`src/rtl/merged_stream_splitter_pkg.sv`:
```
// Shared constants for the merged instruction/write-data link.
// Used by the splitter here and by the merge side and command decoder.
package merged_stream_splitter_pkg;

    localparam int unsigned INSTR_WIDTH  = 128;
    localparam int unsigned WDATA_WIDTH  = 512;
    localparam int unsigned MERGED_WIDTH = INSTR_WIDTH + WDATA_WIDTH;

    localparam int unsigned CMD_WIDTH   = 3;
    localparam int unsigned SLOT_STRIDE = 32;
    localparam int unsigned SLOT_COUNT  = 4;

    localparam logic [CMD_WIDTH-1:0] CMD_WR = 3'd4;

    // True when any command slot of the instruction word is a WR.
    function automatic logic has_wr_cmd(input logic [INSTR_WIDTH-1:0] instr);
        logic hit;
        hit = 1'b0;
        for (int unsigned s = 0; s < SLOT_COUNT; s++) begin
            if (instr[s*SLOT_STRIDE +: CMD_WIDTH] == CMD_WR) begin
                hit = 1'b1;
            end
        end
        return hit;
    endfunction

endpackage

```
`src/rtl/merged_stream_splitter_fork_tracker.sv`:
```
// axis_fork_tracker: pending flags for the two forked output beats.
// Ports:
//   clk, rst        clock, async active-high reset
//   s_valid         upstream word valid
//   s_has_wr        upstream word carries a WR command
//   instr_ready     instruction consumer ready
//   wdata_ready     write-data consumer ready
//   ready_c         upstream ready (combinational from the M readies)
//   capture_c       upstream handshake this cycle
//   retire_c        held word fully delivered this cycle
//   instr_valid     instruction beat pending (registered)
//   wdata_valid     write-data beat pending (registered)
module axis_fork_tracker (
    input  logic clk,
    input  logic rst,
    input  logic s_valid,
    input  logic s_has_wr,
    input  logic instr_ready,
    input  logic wdata_ready,
    output logic ready_c,
    output logic capture_c,
    output logic retire_c,
    output logic instr_valid,
    output logic wdata_valid
);

    logic instr_pend;
    logic wdata_pend;
    logic instr_hs;
    logic wdata_hs;

    // Handshakes, upstream ready and the retire pulse.
    always_comb begin
        instr_hs  = instr_pend && instr_ready;
        wdata_hs  = wdata_pend && wdata_ready;
        ready_c   = (!instr_pend || instr_hs) && (!wdata_pend || wdata_hs);
        capture_c = s_valid && ready_c;
        // A word retires only on the cycle its last pending beat goes out.
        retire_c  = (instr_pend || wdata_pend) && ready_c;
    end

    // Capture overrides completion: a new word loads fresh flags.
    always_ff @(posedge clk or posedge rst) begin
        if (rst) begin
            instr_pend <= 1'b0;
            wdata_pend <= 1'b0;
        end else if (capture_c) begin
            instr_pend <= 1'b1;
            wdata_pend <= s_has_wr;
        end else begin
            if (instr_hs) instr_pend <= 1'b0;
            if (wdata_hs) wdata_pend <= 1'b0;
        end
    end

    assign instr_valid = instr_pend;
    assign wdata_valid = wdata_pend;

endmodule

```
`src/rtl/merged_stream_splitter.sv`:
```
// Splits the 640-bit merged stream into a 128-bit instruction stream and
// a 512-bit write-data stream (write data only for words carrying WR).
// Ports:
//   clk, rst                   clock, async active-high reset
//   S_AXIS_*                   merged input stream ([127:0] instr, [639:128] wdata)
//   M_AXIS_INSTR_*             instruction output stream
//   M_AXIS_WDATA_*             write-data output stream
//   word_count                 merged words fully retired
//   wr_word_count              retired words that carried a WR command
module merged_stream_splitter
    import merged_stream_splitter_pkg::*;
(
    input  logic                    clk,
    input  logic                    rst,
    input  logic [MERGED_WIDTH-1:0] S_AXIS_TDATA,
    input  logic                    S_AXIS_TVALID,
    output logic                    S_AXIS_TREADY,
    output logic [INSTR_WIDTH-1:0]  M_AXIS_INSTR_TDATA,
    output logic                    M_AXIS_INSTR_TVALID,
    input  logic                    M_AXIS_INSTR_TREADY,
    output logic [WDATA_WIDTH-1:0]  M_AXIS_WDATA_TDATA,
    output logic                    M_AXIS_WDATA_TVALID,
    input  logic                    M_AXIS_WDATA_TREADY,
    output logic [31:0]             word_count,
    output logic [31:0]             wr_word_count
);

    logic                   has_wr_c;
    logic                   capture_c;
    logic                   retire_c;
    logic [INSTR_WIDTH-1:0] instr_q;
    logic [WDATA_WIDTH-1:0] wdata_q;
    logic                   word_wr_q;
    logic [31:0]            word_cnt_q;
    logic [31:0]            wr_cnt_q;

    assign has_wr_c = has_wr_cmd(S_AXIS_TDATA[INSTR_WIDTH-1:0]);

    axis_fork_tracker u_tracker (
        .clk         (clk),
        .rst         (rst),
        .s_valid     (S_AXIS_TVALID),
        .s_has_wr    (has_wr_c),
        .instr_ready (M_AXIS_INSTR_TREADY),
        .wdata_ready (M_AXIS_WDATA_TREADY),
        .ready_c     (S_AXIS_TREADY),
        .capture_c   (capture_c),
        .retire_c    (retire_c),
        .instr_valid (M_AXIS_INSTR_TVALID),
        .wdata_valid (M_AXIS_WDATA_TVALID)
    );

    // Held word; its WR flag tags the word for the retire counter.
    always_ff @(posedge clk or posedge rst) begin
        if (rst) begin
            instr_q   <= '0;
            wdata_q   <= '0;
            word_wr_q <= 1'b0;
        end else if (capture_c) begin
            instr_q   <= S_AXIS_TDATA[INSTR_WIDTH-1:0];
            wdata_q   <= S_AXIS_TDATA[MERGED_WIDTH-1:INSTR_WIDTH];
            word_wr_q <= has_wr_c;
        end
    end

    // Retire counters, wrapping modulo 2^32.
    always_ff @(posedge clk or posedge rst) begin
        if (rst) begin
            word_cnt_q <= '0;
            wr_cnt_q   <= '0;
        end else if (retire_c) begin
            word_cnt_q <= word_cnt_q + 32'd1;
            if (word_wr_q) wr_cnt_q <= wr_cnt_q + 32'd1;
        end
    end

    assign M_AXIS_INSTR_TDATA = instr_q;
    assign M_AXIS_WDATA_TDATA = wdata_q;
    assign word_count         = word_cnt_q;
    assign wr_word_count      = wr_cnt_q;

endmodule

```
`config.mk`:
```
export PLATFORM = sky130hd
export DESIGN_NAME = merged_stream_splitter
export DESIGN_NICKNAME = d
export VERILOG_FILES = /design/src/rtl/merged_stream_splitter_pkg.sv /design/src/rtl/merged_stream_splitter_fork_tracker.sv /design/src/rtl/merged_stream_splitter.sv
export SDC_FILE = /design/constraint.sdc
export NUM_CORES = 1
export LEC_CHECK = 0
export ABC_AREA = 1
export BUFFER_PORTS_ARGS = -buffer_cell sky130_fd_sc_hd__buf_2
export CORE_AREA = 4 4 530 532
export CTS_CLUSTER_DIAMETER = 120
export DETAILED_ROUTE_END_ITERATION = 16
export DIE_AREA = 0 0 534 536
export PLACE_DENSITY = 0.37
export SLEW_MARGIN = 20
export SYNTH_ARGS = -nofsm -noshare
export SYNTH_HDL_FRONTEND = slang
export SYNTH_SLANG_ARGS = --single-unit
```
`constraint.sdc`:
```
create_clock -name clk -period 57.3 [get_ports clk]
set_input_delay 11.46 -clock clk [delete_from_list [all_inputs] [get_ports clk]]
set_output_delay 11.46 -clock clk [all_outputs]
set_load 0.02 [all_outputs]
```
==> parameters.txt <==
Parameter                              Value

Outcome
  Status ... completed

Detailed routing
  Total iterations of the first detailed-routing run ... 5
  Average detailed-routed wire length per instance ... 26.1 um
  Number of antenna-violating nets in the routed design ... 0
  Final wirelength ... 218000 um
  Vias after detailed routing ... 28100
  Ratio of routed vias to standard cells ... 3.35
  1st-iter DRT viols ... 1612
  Post-route DRC ... 0

Synth
  Most common library cells after synthesis ... 2092 x nand2_1, 707 x dfrtp_1, 105 x buf_2, 71 x inv_1, 65 x nor2_1
  Fraction of the yosys area taken by sequential cells ... 63.5%
  Post-Synthesis Net Count ... 3863
  Netlist area before placement ... 27900 um^2
  Average footprint of a synthesized cell ... 8.66 um^2
  Count of synthesis-stage warnings from yosys ... 0
  Primary flip-flop cell chosen by synthesis mapping ... dfrtp_1
  Post-synth cell types ... 26
  Cell with the most instances after synthesis ... nand2_1
  Cell type with the highest aggregate area in the netlist ... dfrtp_1
  Number of synthesized register bits ... 707
  Proportion of netlist area held by the largest area contributor ... 63.5%
  Fraction of registers with async set/reset ... 100%
  Count of flip-flops with a built-in enable after synthesis ... 0
  Cell types with the largest area share after synthesis ... dfrtp_1 64%, nand2_1 28%, buf_2 1.9%
  Cells after Synth ... 3216

STA
  Final hold vios ... 0
  Final setup violation count ... 0
  Final setup skew ... 0.0401 ns
  RSZ-0062 raised after global routing ... no
  Upper clock frequency limit ... 42.1 MHz
  Tightest hold margin ... 0.464 ns
  Total Neg Setup Slack ... 0 ns
  Worst Tran Pin Value ... 0.995 ns
  Slew Limit Fails ... 0
  Period utilisation layout ... 41.5%
  Post-layout min period ... 23.77 ns
  Worst setup slack after layout ... 33.53 ns
  Remaining max-slew budget at the tightest pin ... 33.6%

Pwr
  Pleak ... 22.7 nW
  Cell Pwr Density ... 41.7 nW/um^2
  Sequential share of power ... 36.9%
  Internal Dissipation ... 1.10 mW
  Worst vdd rail ir drop ... 0.0208 mV
  Net switching power figure ... 0.659 mW
  Switching Share ... 37.5%
  Logic gate share of total power ... 26.0%
  Fraction of power consumed by the clock network ... 37.1%

Global route
  Via count of the first global-routing pass ... 28300
  Wire length of the first global-routing pass ... 282000 um
  Met3 track utilization from global routing ... 9.23%
  Met2 Resource Use GR ... 23.4%
  Largest net degree at the start of global routing ... 139
  Overall global routing resource usage ... 14.7%
  Initial antenna violation count ... 282
  Remaining global-route overflow ... 0
  Gr busiest metal ... met2
  GR Util met1 ... 16.5%

Placement
  Number of placed instances, taps included ... 8154
  HPWL after DPL ... 184000 um
  Worst setup timing slack at the placement stage ... 33.49 ns
  Routability congestion estimate from global placement ... 0.901
  Placed Instance Area ... 38600 um^2
  Count of input and output buffers ... 1351

Worst setup path
  Path depth of the worst reg2reg path ... 10
  Kind of capture point of the worst setup path ... primary output
  Required time of the worst setup path ... 45.84 ns
  Maximum net fanout on the critical path ... 4
  Startpoint type of the worst setup path ... primary input
  CP Class ... primary input to primary output
  CP Data Arrival Time ... 12.31 ns

Floorplanning
  DIE HEIGHT ... 536 um
  Total die area ... 286000 um^2
  Initial standard-cell utilization of the core ... 10.1%
  Area of the core ... 276000 um^2
  X dimension of the die ... 534 um
  Number of top-level design ports ... 1352
  Cell row count ... 193

CTS
  Number of buffers inserted for hold repair after clock tree synthesis ... 0
  CTS tree ... yes
  H-tree lvl count ... 3
  Worst skew pair latency ... 0.83 ns
  Buffer levels on the longest clock path ... 4
  Number of buffers created by CTS ... 102
  Clock-pin slew on the worst setup and hold paths ... 0.05 ns
  CTS Sinks ... 707
  Number of post-CTS setup repair buffers ... 0
  Root Driver ... clkbuf_16
  Resize count post-CTS ... 0

Flow run
  Max-cap violations ... 0

Cells and area
  Final non-filler cell total ... 8380
  Finished Cell Area ... 42100 um^2
  Layout overhead on the synthesized area ... 51.1%
  Net count of the finished layout ... 5200
  Ratio of cells with drive above 1 in the final layout ... 33.6%

Min path
  Worst hold path class ... flop to flop
  Count of cells along the worst hold path ... 2
## power groups by stage
| stage | Sequential [mW] | Clock, mW | Combinational (mW) |
|---|---|---|---|
| global placement | 0.653 | 0 | 0.475 |
| finish | 0.648 | 0.652 | 0.457 |
| floorplan | 0.761 | 0 | 0.117 |
| detailed placement | 0.654 | 0 | 0.475 |
| CTS | 0.648 | 0.682 | 0.476 |
| global route | 0.658 | 0.698 | 0.497 |
## worst paths after layout
kind | from | end | slack (ns)
max | M_AXIS_WDATA_TREADY | S_AXIS_TREADY | 33.53
min | M_AXIS_WDATA_TDATA[431] | M_AXIS_WDATA_TDATA[431] | 0.46
max reg2reg | u_tracker.instr_valid | M_AXIS_WDATA_TDATA[236] | 52.03
min reg2reg | M_AXIS_WDATA_TDATA[431] | M_AXIS_WDATA_TDATA[431] | 0.46
max in group asynchronous | rst | M_AXIS_WDATA_TDATA[115] | 42.43
min in group asynchronous | rst | M_AXIS_WDATA_TDATA[430] | 10.77
## metrics by stage
step                utilization, %  power (mW)
floorplan                        -       0.878
global placement              14.0        1.13
detailed placement            14.0        1.13
CTS                           15.2        1.81
global route                  15.2        1.85
finish                        15.2        1.76
## logic make-up (layout without fill, tap and decap cells)
kind of cell	after synthesis	count (layout)	share of synthesized area [%]
DFF	707	707	63.5
adders and majority gates	2	2	0.0898
other	0	42	0
xor gates and xnor gates	27	27	0.849
and+or+nand+nor	2250	2250	31.2
buffers and inverters	217	1634	4.08
AOI/OAI and AO/OA	13	13	0.234
## metal layers
layer,wire (um),up-vias
met5,1080,-
met4,6240,160
li1,-,12500
met3,31500,518
met2,97000,1541
met1,82700,13400
## sequential cells by signal, summed over array words and instances (netlist names)
signal / flops
M_AXIS_INSTR_TDATA: 128
M_AXIS_WDATA_TDATA: 512
word_wr_q: 1
wr_word_count: 32
word_count: 32
u_tracker.wdata_valid: 1
u_tracker.instr_valid: 1
## worst max-delay path, stage by stage
cell     delay, ns
buf_2         0.11
inv_1         0.09
nand2_4       0.09
nand2_2       0.28
inv_1         0.09
buf_2         0.17
## layout make-up
type,instances,area (um^2)
Fill cell,31800,234000
Sequential cell,707,17700
Multi-Input combinational cell,2292,9020
Timing Repair Buffer,1378,6980
Tap cell,3705,4640
Clock buffer,149,2970
Clock inverter,35,392
Inverter,72,285
Antenna cell,42,105
## cell usage in the layout (no fill, tap or decap), types with 2 or more instances in the layout
cell type   Yosys  final
nand2_1      2092   2092
buf_2         105   1351
dfrtp_1       707    707
clkbuf_16       0    103
inv_1          71     70
nor2_1         65     65
diode_2         0     42
nand3_1        39     39
buf_4          24     26
clkbuf_1        3     24
clkbuf_8        0     22
clkinv_2        0     19
nand3b_1       16     16
nand4_1        15     15
xor2_1         14     14
xnor2_1        13     13
o21ai_0        12     12
nor3_1          6      6
bufinv_16       0      6
nor2_2          5      5
nor2_4          4      4
inv_8           0      4
nand2_4         2      2
nand2_2         2      2
and2_1          2      2
ha_1            2      2
clkinv_8        0      2
clkinvlp_4      0      2
inv_6           0      2
Note: power is estimated with default switching activity, not from simulation.
